==> src/rtl/axi_dma_r_pkg.sv <==
// Shared definitions for the DMA AXI4 read-burst master: bus widths,
// fixed AR-channel attribute values, FSM state encoding and response helper.
package axi_dma_r_pkg;

   localparam int MIG_BUS_W   = 64;
   localparam int DDR_ADDR_W  = 32;
   localparam int AXI_ID_W    = 4;
   localparam int AXI_LEN_W   = 8;
   localparam int AXI_SIZE_W  = 3;
   localparam int AXI_BURST_W = 2;
   localparam int AXI_LOCK_W  = 1;
   localparam int AXI_CACHE_W = 4;
   localparam int AXI_PROT_W  = 3;
   localparam int AXI_QOS_W   = 4;
   localparam int AXI_RESP_W  = 2;

   // Beat counter is one bit wider than arlen so a 256-beat burst never wraps.
   localparam int CNT_W = AXI_LEN_W + 1;

   localparam logic [AXI_BURST_W-1:0] BURST_INCR = 2'b01;
   localparam logic [AXI_CACHE_W-1:0] CACHE_MOD  = 4'h2;
   localparam logic [AXI_PROT_W-1:0]  PROT_DATA  = 3'b010;
   localparam logic [AXI_RESP_W-1:0]  RESP_OKAY  = 2'b00;
   localparam logic [AXI_SIZE_W-1:0]  AXI_SIZE   = AXI_SIZE_W'($clog2(MIG_BUS_W / 8));

   typedef enum logic [1:0] {
      R_ADDR_HS = 2'd0,
      R_DATA    = 2'd1,
      R_DONE    = 2'd2
   } r_state_e;

   // Any response other than OKAY (SLVERR/DECERR/EXOKAY) marks the burst bad.
   function automatic logic resp_is_error(input logic [AXI_RESP_W-1:0] resp);
      return (resp != RESP_OKAY);
   endfunction

endpackage

==> src/rtl/axi_dma_r.sv <==
// AXI4 read-burst master: one databus request -> one INCR read burst.
// Each accepted beat is returned as rdata with a one-cycle ready pulse;
// response and burst-length faults are collected and published on error
// in the idle cycle that follows the burst.
module axi_dma_r
   import axi_dma_r_pkg::*;
#(
   parameter int unsigned AXI_ID   = 0,
   parameter bit          DATA_REG = 1'b1
) (
   input  logic                   clk,
   input  logic                   rst,
   input  logic                   valid,
   input  logic [DDR_ADDR_W-1:0]  addr,
   input  logic [AXI_LEN_W-1:0]   len,
   output logic                   ready,
   output logic [MIG_BUS_W-1:0]   rdata,
   output logic                   last,
   output logic                   error,
   output logic [AXI_ID_W-1:0]    m_axi_arid,
   output logic [DDR_ADDR_W-1:0]  m_axi_araddr,
   output logic [AXI_LEN_W-1:0]   m_axi_arlen,
   output logic [AXI_SIZE_W-1:0]  m_axi_arsize,
   output logic [AXI_BURST_W-1:0] m_axi_arburst,
   output logic [AXI_LOCK_W-1:0]  m_axi_arlock,
   output logic [AXI_CACHE_W-1:0] m_axi_arcache,
   output logic [AXI_PROT_W-1:0]  m_axi_arprot,
   output logic [AXI_QOS_W-1:0]   m_axi_arqos,
   output logic                   m_axi_arvalid,
   input  logic                   m_axi_arready,
   input  logic [MIG_BUS_W-1:0]   m_axi_rdata,
   input  logic [AXI_RESP_W-1:0]  m_axi_rresp,
   input  logic                   m_axi_rlast,
   input  logic                   m_axi_rvalid,
   output logic                   m_axi_rready
);

   r_state_e             state_q, state_d;
   logic [CNT_W-1:0]     cnt_q, cnt_d;
   logic [AXI_LEN_W-1:0] len_q, len_d;
   logic                 berr_q, berr_d;
   logic                 error_q, error_d;

   logic                 arvalid_s;
   logic                 rready_s;
   logic                 beat_s;
   logic                 len_match_s;

   // Fixed AR attributes; address and length come straight from the request.
   assign m_axi_arid    = AXI_ID_W'(AXI_ID);
   assign m_axi_araddr  = addr;
   assign m_axi_arlen   = len;
   assign m_axi_arsize  = AXI_SIZE;
   assign m_axi_arburst = BURST_INCR;
   assign m_axi_arlock  = {AXI_LOCK_W{1'b0}};
   assign m_axi_arcache = CACHE_MOD;
   assign m_axi_arprot  = PROT_DATA;
   assign m_axi_arqos   = {AXI_QOS_W{1'b0}};

   // arvalid is forced low while reset is asserted, even if valid is still held.
   assign m_axi_arvalid = arvalid_s & rst;
   assign m_axi_rready  = rready_s;
   assign error         = error_q;

   // The current beat is the expected final one when the count reaches arlen.
   assign len_match_s = (cnt_q == {1'b0, len_q});

   // Next-state logic: address handshake, beat accounting, end-of-burst report.
   always_comb begin
      state_d   = state_q;
      cnt_d     = cnt_q;
      len_d     = len_q;
      berr_d    = berr_q;
      error_d   = error_q;
      arvalid_s = 1'b0;
      rready_s  = 1'b0;
      beat_s    = 1'b0;
      case (state_q)
         R_ADDR_HS: begin
            cnt_d     = {CNT_W{1'b0}};
            arvalid_s = valid;
            if (valid && m_axi_arready) begin
               berr_d  = 1'b0;
               len_d   = len;
               state_d = R_DATA;
            end else begin
               state_d = R_ADDR_HS;
            end
         end
         R_DATA: begin
            rready_s = 1'b1;
            if (m_axi_rvalid) begin
               beat_s = 1'b1;
               cnt_d  = cnt_q + CNT_W'(1);
               // rlast early, or the expected final beat without rlast, is a length fault.
               berr_d = berr_q | resp_is_error(m_axi_rresp) | (m_axi_rlast != len_match_s);
               if (m_axi_rlast) begin
                  state_d = R_DONE;
               end else begin
                  state_d = R_DATA;
               end
            end else begin
               state_d = R_DATA;
            end
         end
         R_DONE: begin
            error_d = berr_q;
            state_d = R_ADDR_HS;
         end
         default: begin
            state_d = R_ADDR_HS;
         end
      endcase
   end

   // Control state registers.
   always_ff @(posedge clk or negedge rst) begin
      if (!rst) begin
         state_q <= R_ADDR_HS;
         cnt_q   <= {CNT_W{1'b0}};
         len_q   <= {AXI_LEN_W{1'b0}};
         berr_q  <= 1'b0;
         error_q <= 1'b0;
      end else begin
         state_q <= state_d;
         cnt_q   <= cnt_d;
         len_q   <= len_d;
         berr_q  <= berr_d;
         error_q <= error_d;
      end
   end

   generate
      if (DATA_REG) begin : g_data_reg
         logic                 ready_q;
         logic                 last_q;
         logic [MIG_BUS_W-1:0] rdata_q;

         // Beat return stage: one cycle after the AXI handshake.
         always_ff @(posedge clk or negedge rst) begin
            if (!rst) begin
               ready_q <= 1'b0;
               last_q  <= 1'b0;
               rdata_q <= {MIG_BUS_W{1'b0}};
            end else begin
               ready_q <= beat_s;
               last_q  <= beat_s & m_axi_rlast;
               if (beat_s) begin
                  rdata_q <= m_axi_rdata;
               end else begin
                  rdata_q <= rdata_q;
               end
            end
         end

         assign ready = ready_q;
         assign last  = last_q;
         assign rdata = rdata_q;
      end else begin : g_data_comb
         assign ready = beat_s;
         assign last  = beat_s & m_axi_rlast;
         assign rdata = beat_s ? m_axi_rdata : {MIG_BUS_W{1'b0}};
      end
   endgenerate

endmodule

==> config.mk <==
export PLATFORM = sky130hd
export DESIGN_NAME = axi_dma_r
export DESIGN_NICKNAME = d
export VERILOG_FILES = /design/src/rtl/axi_dma_r_pkg.sv /design/src/rtl/axi_dma_r.sv
export SDC_FILE = /design/constraint.sdc
export NUM_CORES = 1
export LEC_CHECK = 0
export ABC_AREA = 0
export BUFFER_PORTS_ARGS = -buffer_cell sky130_fd_sc_hd__buf_4
export CAP_MARGIN = 20
export CORE_UTILIZATION = 45
export DETAILED_ROUTE_END_ITERATION = 10
export GPL_TIMING_DRIVEN = 0
export PLACE_DENSITY = 0.83
export SLEW_MARGIN = 15
export SYNTH_ARGS = -nofsm -noshare
export SYNTH_HDL_FRONTEND = slang
export SYNTH_SLANG_ARGS = --single-unit
==> constraint.sdc <==
create_clock -name clk -period 3.6 [get_ports clk]
set_input_delay 0.72 -clock clk [delete_from_list [all_inputs] [get_ports clk]]
set_output_delay 0.72 -clock clk [all_outputs]
set_load 0.005 [all_outputs]
==> impl_metrics.yaml, run 1 <==
sta:
  slew_violations: 0
  fin_skew_ns: 0.0118
  final.period_utilization_pct: 66.5
  relSlewSlack_pct: 48.9
  fin_setup_tns_ns: 0
  rsz0062_at_grt: "no"
  worstMarginPinSlew_ns: 0.766
  hold_viol: 0
  period_minus_slack_ns: 2.39
  max_clock_freq_ghz: 0.418
  setup_viol: 0
power_and_ir_drop:
  powerDensity_nw_per_um2: 617
  p_int_mw: 2.46
  leakage_nw: 3.29
  p_comb_share_pct: 36.1
  pwr-share-seq_pct: 44.6
  switchingPower_mw: 1.10
  ir_drop_mv: 0.398
  p_clk_share_pct: 19.3
  power.share.switching_pct: 30.8
drt:
  drt-initial-drc-count: 101
  vias: 3373
  wire_per_inst_microns: 12.2
  drcViolationCount: 0
  routed_wirelength_mm: 9.20
  via_per_inst: 4.46
  ant_nets: 0
  dr.pass1.iters: 4
run_status:
  status: "finished clean"
clocking:
  cts.repair.resized: 0
  cts_tree: "built"
  cts-htree-levels: 3
  clock_path_buffers: 2
  cts_num_sinks: 87
  clk_pin_slew_ns: 0.09
  cts_setup_buffers: 0
  cts_buffers: 9
  cts.root.buffer_cell: "clkbuf_8"
  clk-insertion-delay-late_ns: 0.33
  cts_hold_buf: 0
critical_path:
  cp-start-kind: "primary input"
  rr_worst_depth: 4
  worstSetupEndpointType: "primary output"
  timing.rr.start: "state_q[0]$_DFF_PN0_"
  cp_slowest_stage_delay_ns: 0.56
  crit_path_top_delay_cell: "buf_6"
  critPathMaxFanout: 88
  endpoint: "m_axi_arvalid"
  reg2reg_to: "len_q[7]$_DFFE_PN0N_"
  worstPathArrival_ns: 1.67
  cp.required_ns: 2.88
  reg2reg_slack_ns: 1.94
  criticalPathCategory: "primary input to primary output"
  crit_chain: "buf_6 -> and3_1 -> buf_4"
  crit_start: "rst"
placed_design:
  gp_congestion: 0.726
  place_hpwl_mm: 7.15
  placed_cell_area_sq_um: 5550
  io_buffer_count: 188
die:
  core-area_sq_um: 8340
  die_y_microns: 95.5
  dieArea_sq_um: 9130
  io_pins: 242
  rows: 33
  start_util_pct: 47.2
  dieWidth_microns: 95.5
global_routing:
  grt_pass1_wl_mm: 14.3
  grt_overflow: 0
  track_usage_pct: 20.3
  antenna_found_initial: 0
  grt_pass1_vias: 3253
  grt_start_max_net_pins: 89
synth:
  netlist_area_sq_um: 3940
  synth_seq_area_share_pct: 55.3
  syn_inst: 428
  ys_seq_elements: 87
  synth.area.top_cells: "dfrtp_1 55%, nand2_1 20%, buf_4 12%"
  netlist.area_leader.share_pct: 55.3
  yosysUniqueCellTypes: 32
  avgSynthCellArea_sq_um: 9.20
  ys_warn_count: 0
  synth_top_area_cell: "dfrtp_1"
final_layout:
  register_area_sq_um: 2180
  final_area_sq_um: 5760
  fillers: 640
  syn_to_final_growth_pct: 46.4
  final_nets: 759
  diodes: 0
  drive_above_1_share_pct: 43.6
  multi_input_area_sq_um: 1310
job:
  drv_cap: 0
hold_path:
  min_path_type: "primary input to async pin"
[power by group through the flow]
stage | combinational, mW | sequential, mW | clock, mW
final | 1.28 | 1.59 | 0.686
after CTS | 1.30 | 1.59 | 0.706
after detailed placement | 1.30 | 1.60 | 0
after global routing | 1.44 | 1.64 | 0.754
after floorplan | 0.495 | 1.61 | 0
after global placement | 1.26 | 1.59 | 0
[critical path: cells and delay by family]
family / cells / cell delay [ns]
buffers and inverters: 2 / 0.67
AND/OR/NAND/NOR: 1 / 0.26
[cells in the final DEF, fill, tap and decap left out, types with 3 or more instances in the layout]
| master | count |
|---|---|
| and3_1 | 4 |
| buf_1 | 3 |
| buf_2 | 5 |
| buf_4 | 248 |
| clkbuf_1 | 7 |
| clkbuf_8 | 11 |
| conb_1 | 21 |
| dfrtp_1 | 87 |
| mux2_2 | 8 |
| mux2i_1 | 4 |
| nand2_1 | 205 |
| nand3_1 | 6 |
| nor2_1 | 5 |
| o21ai_0 | 3 |
| xnor2_1 | 7 |
[logic make-up after synthesis]
| kind of cell | after synthesis | synth area share, % |
|---|---|---|
| other cells | 2 | 0.191 |
| flops | 87 | 55.3 |
| compound gates | 6 | 0.858 |
| mux | 13 | 3.59 |
| xor+xnor | 10 | 2.61 |
| fa+ha+maj | 1 | 0.318 |
| buf+inv | 77 | 13.3 |
| simple gates | 232 | 23.8 |
[layer usage]
metal  share of wire, %  GRT usage (%)  vias to the layer above
met5                  0              0                        -
met4               0.82           6.97                        0
met3                8.1           4.78                        6
met2                 53           36.1                      142
met1                 38           23.9                     1549
li1                   -              -                     1676
[layout make-up]
cell class	instances	share of cell area (%)
buffer	76	9.03
clock buffer	11	2.63
clock inverter	5	0.977
inverter	1	0.0651
multi-input combinational	283	22.7
sequential	87	37.8
tap	105	2.28
timing repair buffer	188	24.6
[cell usage after synthesis]
library cell,number
nor2b_1,1
ha_1,1
conb_1,2
and3_1,4
nand2_1,205
a31oi_1,1
dfrtp_1,87
clkbuf_1,7
a21oi_1,1
and2_1,1
and4_1,2
inv_2,1
or4_1,1
xnor2_2,2
nand2b_1,2
o31ai_1,1
and3_2,1
buf_4,61
xor2_1,1
mux2_2,8
o21ai_0,3
buf_1,3
mux2i_1,4
mux2_1,1
nand4_1,1
xnor2_1,7
nor2_1,5
nand3b_4,1
buf_2,5
nand3_1,6
or2_2,1
nor3_1,1
[metrics by stage]
| stage | setup slack, ns | hold WS (ns) | power [mW] | instances | util, % |
|---|---|---|---|---|---|
| final | 1.21 | 0.438 | 3.55 | 756 | 69.1 |
| after global routing | 1.04 | 0.491 | 3.83 | 756 | 69.1 |
| after CTS | 0.886 | 0.482 | 3.60 | 756 | 69.1 |
| after detailed placement | 0.882 | 0.463 | 2.91 | 740 | 66.6 |
| after global placement | 0.910 | 0.450 | 2.85 | 740 | 66.6 |
| after floorplan | 2.01 | 0.424 | 2.10 | 447 | - |
[sequential cells by signal (all words and copies together) (netlist names)]
signal   cells
berr_q       1
cnt_q        9
error        1
last         1
len_q        8
rdata       64
ready        1
state_q      2
[worst min-delay path by stage]
| stage | cells after the start | slack (ns) | to |
|---|---|---|---|
| floorplan | 0 | 0.42 | berr_q$_DFFE_PN0P_ |
| global placement | 1 | 0.45 | cnt_q[8]$_DFFE_PN0P_ |
| detailed placement | 2 | 0.46 | rdata[40]$_DFFE_PN0P_ |
| CTS | 1 | 0.48 | cnt_q[8]$_DFFE_PN0P_ |
| global route | 1 | 0.49 | len_q[5]$_DFFE_PN0N_ |
| finish | 1 | 0.44 | len_q[5]$_DFFE_PN0N_ |
Power figures use the tool's default switching activity.
==> run 2, diff against run 1 <==
--- a/config.mk
+++ b/config.mk
@@ -8,10 +8,10 @@
 export ABC_AREA = 0
 export BUFFER_PORTS_ARGS = -buffer_cell sky130_fd_sc_hd__buf_4
 export CAP_MARGIN = 20
-export CORE_UTILIZATION = 45
+export CORE_UTILIZATION = 43
 export DETAILED_ROUTE_END_ITERATION = 10
 export GPL_TIMING_DRIVEN = 0
-export PLACE_DENSITY = 0.83
+export PLACE_DENSITY = 0.8
 export SLEW_MARGIN = 15
 export SYNTH_ARGS = -nofsm -noshare
 export SYNTH_HDL_FRONTEND = slang
==> constraint.sdc (replaced) <==
create_clock -name clk -period 2.3 [get_ports clk]
set_input_delay 0.46 -clock clk [delete_from_list [all_inputs] [get_ports clk]]
set_output_delay 0.46 -clock clk [all_outputs]
set_load 0.005 [all_outputs]
==> run 2 against run 1 <==
The flow now finishes with violations (DRC). Clock-buffer cell count unchanged. Non-clock buffer count unchanged. Via count increased by 1.7%. Largest cell class unchanged. Die area increased by 4.6%. Critical endpoint unchanged. Sequential cell count unchanged. Sequential power increased by 56%. Core utilization decreased by 3.2 points.
==> impl_metrics.yaml, run 2 (synthesis gave the netlist of run 1 again) <==
clocking:
  clock_path_buffers: 2
  cts.root.buffer_cell: "clkbuf_8"
  cts-htree-levels: 3
  clk-insertion-delay-late_ns: 0.34
  cts_tree: "built"
  cts_num_sinks: 87
  cts_setup_buffers: 0
  clk_pin_slew_ns: 0.08
  cts_buffers: 9
  cts_hold_buf: 0
  cts.repair.resized: 0
placed_design:
  place_hpwl_mm: 7.14
  gp_congestion: 0.745
  placed_cell_area_sq_um: 5560
  io_buffer_count: 188
  post-place-ws_ns: 0.0836
sta:
  rsz0062_at_grt: "no"
  setup_ws_ns: 0.362
  max_clock_freq_ghz: 0.516
  setup_viol: 0
  fin_hold_ws_ns: 0.179
  relSlewSlack_pct: 47.0
  period_minus_slack_ns: 1.94
  hold_viol: 0
  fin_setup_tns_ns: 0
  fin_skew_ns: 0.0103
  final.period_utilization_pct: 84.3
  slew_violations: 0
  worstMarginPinSlew_ns: 0.795
critical_path:
  cp-start-kind: "flip-flop"
  timing.rr.start: "state_q[0]$_DFF_PN0_"
  criticalPathCategory: "flip-flop to primary output"
  cp.required_ns: 1.84
  critPathMaxFanout: 6
  worstPathArrival_ns: 1.48
  reg2reg_to: "len_q[6]$_DFFE_PN0N_"
  rr_worst_depth: 4
  worstSetupEndpointType: "primary output"
  reg2reg_slack_ns: 0.59
hold_path:
  min_path_type: "primary input to async pin"
global_routing:
  grt_pass1_wl_mm: 15.1
  grt_overflow: 0
  antenna_found_initial: 0
  grt_start_max_net_pins: 89
  track_usage_pct: 19.7
  grt_pass1_vias: 3311
drt:
  drt-initial-drc-count: 117
  ant_nets: 0
  wire_per_inst_microns: 12.3
  drcViolationCount: 34
  via_per_inst: 4.52
  routed_wirelength_mm: 9.35
  dr.pass1.iters: 7
  vias: 3432
die:
  dieWidth_microns: 97.7
  core-area_sq_um: 8810
  rows: 34
  start_util_pct: 44.7
  dieArea_sq_um: 9540
  die_y_microns: 97.7
  io_pins: 242
final_layout:
  final_area_sq_um: 5810
  final_common_cell: "buf_4"
  diodes: 0
  drive_above_1_share_pct: 43.5
  largest_register_ffs: 64
  final_nets: 759
  syn_to_final_growth_pct: 47.4
  layout_common_cells: "248 x buf_4, 205 x nand2_1, 87 x dfrtp_1"
power_and_ir_drop:
  leakage_nw: 3.30
  powerDensity_nw_per_um2: 997
  ir_drop_mv: 0.602
run_status:
  violations: "DRC"
  status: "complete, but fails checks"
job:
  drv_cap: 0
run 2: cell types whose count changed in the layout (fill, tap and decap cells not counted), sizes merged:
cell / change
clkinv: -3
clkinvlp: +1
bufinv: +2
run 2: worst max path at each step:
| stage | slack [ns] | depth (start not counted) | start | endpoint |
|---|---|---|---|---|
| global placement | 0.12 | 3 | rst | m_axi_arvalid |
| CTS | 0.08 | 3 | rst | m_axi_arvalid |
| finish | 0.36 | 3 | state_q[0]$_DFF_PN0_ | m_axi_arvalid |
| global route | 0.27 | 3 | rst | m_axi_arvalid |
| floorplan | 0.86 | 4 | state_q[0]$_DFF_PN0_ | len_q[0]$_DFFE_PN0N_ |
| detailed placement | 0.08 | 3 | rst | m_axi_arvalid |
run 2: layout make-up:
| type | instances | area, sq um |
|---|---|---|
| fill | 729 | 3000 |
| sequential | 87 | 2180 |
| timing repair buffer | 188 | 1420 |
| multi-input combinational | 283 | 1310 |
| buffer | 76 | 520 |
| clock buffer | 11 | 141 |
| tap | 108 | 135 |
| clock inverter | 5 | 105 |
| inverter | 1 | 3.75 |
run 2: worst max-delay path: stages (launching register included):
cell and delay (ns):
dfrtp_1 0.44, nor2_1 0.37, and3_1 0.22, buf_4 0.11
run 2: routing by layer:
metal  wire, microns  vias to the layer above  track usage, %
li1                -                     1671               -
met1            3670                     1590            23.0
met2            4750                      152            34.3
met3             746                       19            5.18
met4             184                        0            7.81
met5               0                        -               0
run 2: where the power goes:
part	internal (mW)	total, mW	switching [mW]
combinational	1.16	2.02	0.857
sequential	2.13	2.48	0.357
clock	0.752	1.29	0.534
run 2: metrics by stage:
step | cells | utilization (%) | power (mW)
4_1_cts | 759 | 65.9 | 5.85
2_1_floorplan | 447 | - | 3.29
5_1_grt | 759 | 65.9 | 6.16
3_5_place_dp | 743 | 63.1 | 4.55
3_3_place_gp | 743 | 63.1 | 4.46
6_report | 759 | 65.9 | 5.79
